**config.mk**
```make
export PLATFORM = sky130hd
export DESIGN_NAME = irq_pending_latch_flat
export DESIGN_NICKNAME = d
export VERILOG_FILES = /design/src/rtl/irq_pending_latch_if.sv /design/src/rtl/irq_pending_latch.sv /design/src/flat_wrapper.sv
export SDC_FILE = /design/constraint.sdc
export NUM_CORES = 1
export LEC_CHECK = 0
export CORE_AREA = 2 2 60 68
export CTS_CLUSTER_SIZE = 30
export DETAILED_ROUTE_END_ITERATION = 10
export DIE_AREA = 0 0 62 70
export SLEW_MARGIN = 20
export SYNTH_ARGS = -nofsm -noshare
export SYNTH_HDL_FRONTEND = slang
export SYNTH_SLANG_ARGS = --single-unit
```
**constraint.sdc**
```tcl
create_clock -name clk -period 6.3 [get_ports clk]
set_input_delay 0.63 -clock clk [delete_from_list [all_inputs] [get_ports clk]]
set_output_delay 0.63 -clock clk [all_outputs]
set_load 0.01 [all_outputs]
```
**src/rtl/irq_pending_latch_if.sv**
```systemverilog
// Request/acknowledge bundle between the requesting side and the pending latch.
// Latency: none (wires only).
// Backpressure: none; ack is a one-cycle strobe, and its errors come back on ack_err.
//
// Signals: req, mask, ack and ack_idx go into the latch. pend_out, irq, pend_cnt
// and ack_err come out of it. With IRQ_OVERFLOW_EN, ovf_clr goes in and ovf comes out.
interface irq_pending_latch_if #(
    parameter int N  = 8,
    parameter int IW = 3
);
    logic [N-1:0]  req;
    logic [N-1:0]  mask;
    logic          ack;
    logic [IW-1:0] ack_idx;
    logic [N-1:0]  pend_out;
    logic          irq;
    logic [IW:0]   pend_cnt;
    logic          ack_err;
`ifdef IRQ_OVERFLOW_EN
    logic          ovf_clr;
    logic [N-1:0]  ovf;
`endif

    // master: the side that raises requests and acknowledges them.
    modport master (
        output req, mask, ack, ack_idx,
`ifdef IRQ_OVERFLOW_EN
        output ovf_clr,
        input  ovf,
`endif
        input  pend_out, irq, pend_cnt, ack_err
    );

    // slave: the pending latch itself.
    modport slave (
        input  req, mask, ack, ack_idx,
`ifdef IRQ_OVERFLOW_EN
        input  ovf_clr,
        output ovf,
`endif
        output pend_out, irq, pend_cnt, ack_err
    );
endinterface

```
**src/rtl/irq_pending_latch.sv**
```systemverilog
// Latches rising edges on request lines as pending bits, masks them and clears them on ack.
// Latency: a rise sampled at edge k shows on pend_out after edge k. An ack at edge j clears its bit after edge j.
// Backpressure: none. An ack that names a bit not visible in pend_out is dropped and pulses ack_err.
//
// Ports: clk and rst (synchronous, active-high) are plain ports. All other signals
// travel on bus (irq_pending_latch_if.slave).
// Optional: define IRQ_OVERFLOW_EN to add ovf_clr and a sticky per-line ovf vector.
module irq_pending_latch #(
    parameter int N  = 8,
    parameter int IW = 3
) (
    input  logic                 clk,
    input  logic                 rst,
    irq_pending_latch_if.slave   bus
);
    logic [N-1:0] req_q;
    logic [N-1:0] pending_q, pending_d;
    logic         ack_err_q, ack_err_d;
    logic [N-1:0] rise;
    logic [N-1:0] clr;
    logic [N-1:0] pend_vis;
    logic         idx_ok;
    logic         idx_vis;
    logic [IW:0]  cnt;

    assign rise     = bus.req & ~req_q;
    assign pend_vis = pending_q & ~bus.mask;

    // Use one extra bit so that an index of N or above is caught when N is not a power of two.
    assign idx_ok  = ({1'b0, bus.ack_idx} < (IW+1)'(N));
    assign idx_vis = idx_ok && pend_vis[bus.ack_idx];

    // An ack clears only a bit that is currently visible. A masked-but-pending bit stays set.
    always_comb begin
        clr = '0;
        if (bus.ack && idx_vis)
            clr[bus.ack_idx] = 1'b1;
    end

    // A rise wins over a clear on the same bit, so the new event is never lost.
    assign pending_d = (pending_q & ~clr) | rise;
    assign ack_err_d = bus.ack & ~idx_vis;

    always_ff @(posedge clk) begin
        // req_q tracks req even during reset, so a line held high at release raises no event.
        req_q <= bus.req;
        if (rst) begin
            pending_q <= '0;
            ack_err_q <= 1'b0;
        end else begin
            pending_q <= pending_d;
            ack_err_q <= ack_err_d;
        end
    end

    always_comb begin
        cnt = '0;
        for (int i = 0; i < N; i++)
            cnt = cnt + (IW+1)'(pend_vis[i]);
    end

    assign bus.pend_out = pend_vis;
    assign bus.irq      = |pend_vis;
    assign bus.pend_cnt = cnt;
    assign bus.ack_err  = ack_err_q;

`ifdef IRQ_OVERFLOW_EN
    logic [N-1:0] ovf_q, ovf_d;

    // A lost event is a rise on a bit that is already pending and not being cleared in the same cycle.
    // A new loss wins over ovf_clr.
    assign ovf_d = (ovf_q & ~{N{bus.ovf_clr}}) | (rise & pending_q & ~clr);

    always_ff @(posedge clk) begin
        if (rst)
            ovf_q <= '0;
        else
            ovf_q <= ovf_d;
    end

    assign bus.ovf = ovf_q;
`endif
endmodule

```
**src/flat_wrapper.sv**
```systemverilog
// flat-port wrapper written by rule: the top's interface ports become plain ports
module irq_pending_latch_flat 
#(
    parameter int N  = 8,
    parameter int IW = 3
)
  (clk, rst, bus_req, bus_mask, bus_ack, bus_ack_idx, bus_pend_out, bus_irq, bus_pend_cnt, bus_ack_err);
  irq_pending_latch_if #(.N(N), .IW(IW)) bus_i ();
  input  logic clk;
  input  logic rst;
  input wire logic [$bits(bus_i.req)-1:0] bus_req;
  input wire logic [$bits(bus_i.mask)-1:0] bus_mask;
  input wire logic [$bits(bus_i.ack)-1:0] bus_ack;
  input wire logic [$bits(bus_i.ack_idx)-1:0] bus_ack_idx;
  output wire logic [$bits(bus_i.pend_out)-1:0] bus_pend_out;
  output wire logic [$bits(bus_i.irq)-1:0] bus_irq;
  output wire logic [$bits(bus_i.pend_cnt)-1:0] bus_pend_cnt;
  output wire logic [$bits(bus_i.ack_err)-1:0] bus_ack_err;
  assign bus_i.req = bus_req;
  assign bus_i.mask = bus_mask;
  assign bus_i.ack = bus_ack;
  assign bus_i.ack_idx = bus_ack_idx;
  assign bus_pend_out = bus_i.pend_out;
  assign bus_irq = bus_i.irq;
  assign bus_pend_cnt = bus_i.pend_cnt;
  assign bus_ack_err = bus_i.ack_err;
  irq_pending_latch #(.N(N), .IW(IW)) u_core (.clk(clk), .rst(rst), .bus(bus_i));
endmodule
```
# == Yosys cells after proc, flatten, opt, wreduce, memory -nomap -nowiden ==
# Index checks and enable logic that the tools add are counted.
# word_totals
ff_bits,17
latch_bits,0
ram_bits,0
romBits,0
inputBits,22
output_inout_bits,14
word_cells,29
n_memories,0
# classes
addsub,7
mul,0
div,0
n_lt_le_gt_ge,2
n_eq_ne,0
shift,0
muxes,5
n_bitwise,9
reduce_logical,3
# ops
op,count
adder 4 x 1 -> 4 bit,6
AND 8 bit,3
NOT 8 bit,3
two-way mux 8 bit,1
OR 8 bit,1
OR reduction 8 bit,1
"< comparator 3 x 4 -> 1 bit, second input constant",1
binary-select mux 1 bit (select 3 bit),1
demux 1 bit (select 3 bit),1
">= comparator 3 x 1 -> 1 bit, second input constant",1
adder 1 x 1 -> 2 bit,1
logical AND 1 bit,2
two-way mux 1 bit,2
AND 1 bit,1
NOT 1 bit,1

# == Depth between registers and ports, before layout ==
# depth
ltp_word,9
depth_mapped,11
depth_no_buf,11

# == Least setup slack after synthesis ==
# OpenSTA, ideal clock, no wires.
# synth_path
path_type,input -> output
from,in bus_mask[1]
to,out bus_pend_cnt[1]
arrival_ps,3183
required_time_ps,5670
slack_ps,2487
cell_stages,11
n_path_buf,0
path_cell_list,nor2b_1 inv_1 ha_1 inv_1 fa_1 fa_1 inv_1 fa_1 inv_1 fa_1 inv_1
# synth_between
elab_chain_len,9
# synth_rtl
element,line,rtl
"start, declared",flat_wrapper.sv:12,input wire logic [$bits(bus_i.mask)-1:0] bus_mask;
NOT 8 bit,irq_pending_latch.sv:27,assign pend_vis = pending_q & ~bus.mask;
AND 8 bit,irq_pending_latch.sv:27,
adder 1 x 1 -> 2 bit,irq_pending_latch.sv:59,cnt = cnt + (IW+1)'(pend_vis[i]);
adder 4 x 1 -> 4 bit (6 in a row),irq_pending_latch.sv:59,
"end, declared",flat_wrapper.sv:17,output wire logic [$bits(bus_i.pend_cnt)-1:0] bus_pend_cnt;
# No other way between the ends.

# == Final worst setup path ==
# Same ends and word-level chain as after synthesis.

==> run metrics <==
arrival time at the worst endpoint=4.18 ns; clock buffers created by TritonCTS=3; routed length per instance=11.2 um; GR met1 Demand/Resource=11.5%; number of top-level pins=36; top cells by area, synth=sky130_fd_sc_hd__dfxtp_1, sky130_fd_sc_hd__nand2b_1, sky130_fd_sc_hd__fa_1; CTS clock-pin slew for the worst setup and hold paths=0.06 ns; CTS Sinks=17; GRT Total Usage=10.2%; worst clock skew=0.00331 ns; Final Max Tran Viols=0; post-route ant nets=0; Syn. warnings=0; antenna cell count=0; Slew headroom=72.3%; IO Port Bufs=35; sort of element at the end of the critical path=primary output; final setup fails=0; Worst setup endpoint=bus_pend_cnt[1]; highest clock rate=208 MHz; worst reg2reg path endpoint=u_core.bus.ack_err; via count of the routed design=742; proportion of netlist area held by the largest area contributor=38.5%; final sum of negative setup slack=0 ns; synthesized instance count=93; clock tree from TritonCTS=yes; required time of the critical path=5.67 ns; maximum net fanout on the critical path=3; RSZ-0062 raised after global routing=false; layer with the highest usage=met2; post-synthesis sequential area ratio=38.5%; growth of design area from synthesis to finish=49.6%; fraction of layout cells with a size suffix above 1=3.88%; initial antenna violation count=0; non-filler cells, final=181; DRC violations left=0; Initial Util=23.5%; outcome=finished clean; total leakage power=0.529 nW; areal power density over the cells=196 mW/mm^2; GR Overflow Total=0; final critical delay including setup and external delays=4.81 ns; area enclosed by the die boundary=0.00434 mm^2; worst hold path type=reg -> reg; CTS H-tree lvls=1; critical path class=in -> out; RD Place Congestion=0.802; GR Util met2=16.9%; total of cells resized after clock tree synthesis=0; period utilization=76.3%; maximum number of pins on one net before global-route repair=11; synthesized area per cell=9.50 um^2; met3 demand-to-capacity share in global routing=1.85%; net total in the final layout=160; most area-hungry cell type in the Yosys netlist=sky130_fd_sc_hd__dfxtp_1; total power draw=259 uW; number of search-and-repair iterations in the first detailed-routing pass=3; global-route wire length before repair=3.25 mm; startpoint types=input port; insertion delay to the later sink of the worst-skew pair=0.25 ns; hold_buf cts=0; Clock Tree Buf Depth=2; crit path from=bus_mask[1]; Std-Cell Rows=24; detailed placer's ending HPWL=1.74 mm; worst IR drop on VDD=0.0471 mV; smallest hold slack=0.467 ns; routed wire length=2.04 mm; number of post-CTS setup repair buffers=0; placeable core region=0.00375 mm^2; Avg Vias per Cell=4.10; setup slack of the most critical reg-to-reg path=5.13 ns; number of cells traversed by the worst register-to-register path=3; total placed cells including tap cells=177; R2R Path Start=u_core.pending_q[5]; combined area of all synthesized cells=883 um^2; Yosys reg bits=17; x dimension of the die=62 um; vias in the first global route=729; slew at the pin closest to its max-slew limit=0.414 ns; Final Hold Viols=0; number of max-capacitance violations reported=0; root buffer selected by CTS=sky130_fd_sc_hd__clkbuf_8; Distinct cells, synth=27; number of nets in the synthesized netlist=123; detailed router's first-iteration violation count=10; die span in y=70 um
## logic make-up (layout without fill, tap and decap cells)
family	count (synthesis)	after routing	synth area share [%]
and+or+nand+nor	30	30	22.0
AOI/OAI and AO/OA	21	21	15.7
DFF	17	17	38.5
buffers and inverters	16	52	8.07
adders and majority gates	8	8	14.7
xor gates and xnor gates	1	1	0.992
## critical path, cell delays in order
cell                              delay, ns
sky130_fd_sc_hd__clkdlybuf4s50_1       0.42
sky130_fd_sc_hd__nor2b_1               0.23
sky130_fd_sc_hd__inv_1                 0.09
sky130_fd_sc_hd__ha_1                  0.27
sky130_fd_sc_hd__inv_1                 0.04
sky130_fd_sc_hd__fa_1                  0.47
sky130_fd_sc_hd__fa_1                  0.51
sky130_fd_sc_hd__inv_1                 0.05
sky130_fd_sc_hd__fa_1                  0.38
sky130_fd_sc_hd__inv_1                 0.08
sky130_fd_sc_hd__fa_1                  0.41
sky130_fd_sc_hd__inv_1                 0.06
sky130_fd_sc_hd__clkdlybuf4s50_1       0.52
## per-stage QoR
step | worst slack [ns] | util [%] | cell area [um^2]
3_5_place_dp | 1.46 | 34.0 | 1280
2_1_floorplan | 2.49 | - | 883
6_report | 1.49 | 35.2 | 1320
3_3_place_gp | 1.66 | 34.0 | 1280
4_1_cts | 1.47 | 35.2 | 1320
5_1_grt | 1.33 | 35.2 | 1320
## report_power, final
group | switching [mW] | internal, mW
registers | 0.00249 | 0.114
logic | 0.0259 | 0.0360
clock network | 0.0359 | 0.0449
## cell usage in the layout, fill, tap and decap left out, drive strengths merged, types with 4 or more instances in the layout
| cell type | synthesis | final |
|---|---|---|
| a21oi | 9 | 9 |
| clkbuf | 0 | 4 |
| clkdlybuf4s50 | 0 | 35 |
| dfxtp | 17 | 17 |
| fa | 4 | 4 |
| ha | 4 | 4 |
| inv | 13 | 13 |
| nand2b | 15 | 15 |
| nor2b | 4 | 4 |
| o31ai | 7 | 7 |
## synthesized netlist by cell type
cell                         n
sky130_fd_sc_hd__a21oi_1     9
sky130_fd_sc_hd__nand4b_1    1
sky130_fd_sc_hd__nor2_1      2
sky130_fd_sc_hd__nor2b_1     4
sky130_fd_sc_hd__xnor2_1     1
sky130_fd_sc_hd__dfxtp_1    17
sky130_fd_sc_hd__o22ai_1     1
sky130_fd_sc_hd__o31ai_1     7
sky130_fd_sc_hd__nor3_1      1
sky130_fd_sc_hd__o41ai_1     2
sky130_fd_sc_hd__fa_1        4
sky130_fd_sc_hd__buf_6       1
sky130_fd_sc_hd__ha_1        4
sky130_fd_sc_hd__nand2_1     2
sky130_fd_sc_hd__nand2b_4    1
sky130_fd_sc_hd__nand4bb_1   1
sky130_fd_sc_hd__nor4_1      1
sky130_fd_sc_hd__buf_4       1
sky130_fd_sc_hd__a311oi_1    1
sky130_fd_sc_hd__buf_1       1
sky130_fd_sc_hd__and2b_1     1
sky130_fd_sc_hd__a31o_1      1
sky130_fd_sc_hd__inv_2       1
sky130_fd_sc_hd__or4_1       1
sky130_fd_sc_hd__or2_1       1
sky130_fd_sc_hd__inv_1      12
sky130_fd_sc_hd__nand2b_1   14
## registers in the layout (all words and copies together) (netlist names)
name,flops
u_core.pending_q,8
u_core.req_q,8
u_core.bus.ack_err,1
## layout make-up
type / count / area, um^2
timing repair buffer: 35 / 350
clock buffer: 4 / 45.0
fill: 384 / 2430
sequential: 17 / 340
multi-input combinational: 60 / 472
inverter: 13 / 48.8
tap: 52 / 65.1
## metal layers
metal	wire length, um	up-vias
met3	96	5
met1	823	326
met4	59	0
met5	0	-
met2	1060	24
li1	-	387
## worst min-delay path by stage
stage	from	end	slack, ns	depth (start not counted)
floorplan	u_core.pending_q[0]	u_core.pending_q[0]	0.44	2
global route	u_core.pending_q[2]	u_core.pending_q[2]	0.49	2
global placement	u_core.pending_q[0]	u_core.pending_q[0]	0.45	2
CTS	u_core.pending_q[2]	u_core.pending_q[2]	0.47	2
detailed placement	u_core.pending_q[4]	u_core.pending_q[4]	0.46	2
finish	u_core.pending_q[1]	u_core.pending_q[1]	0.47	2
Power figures use the tool's default switching activity.
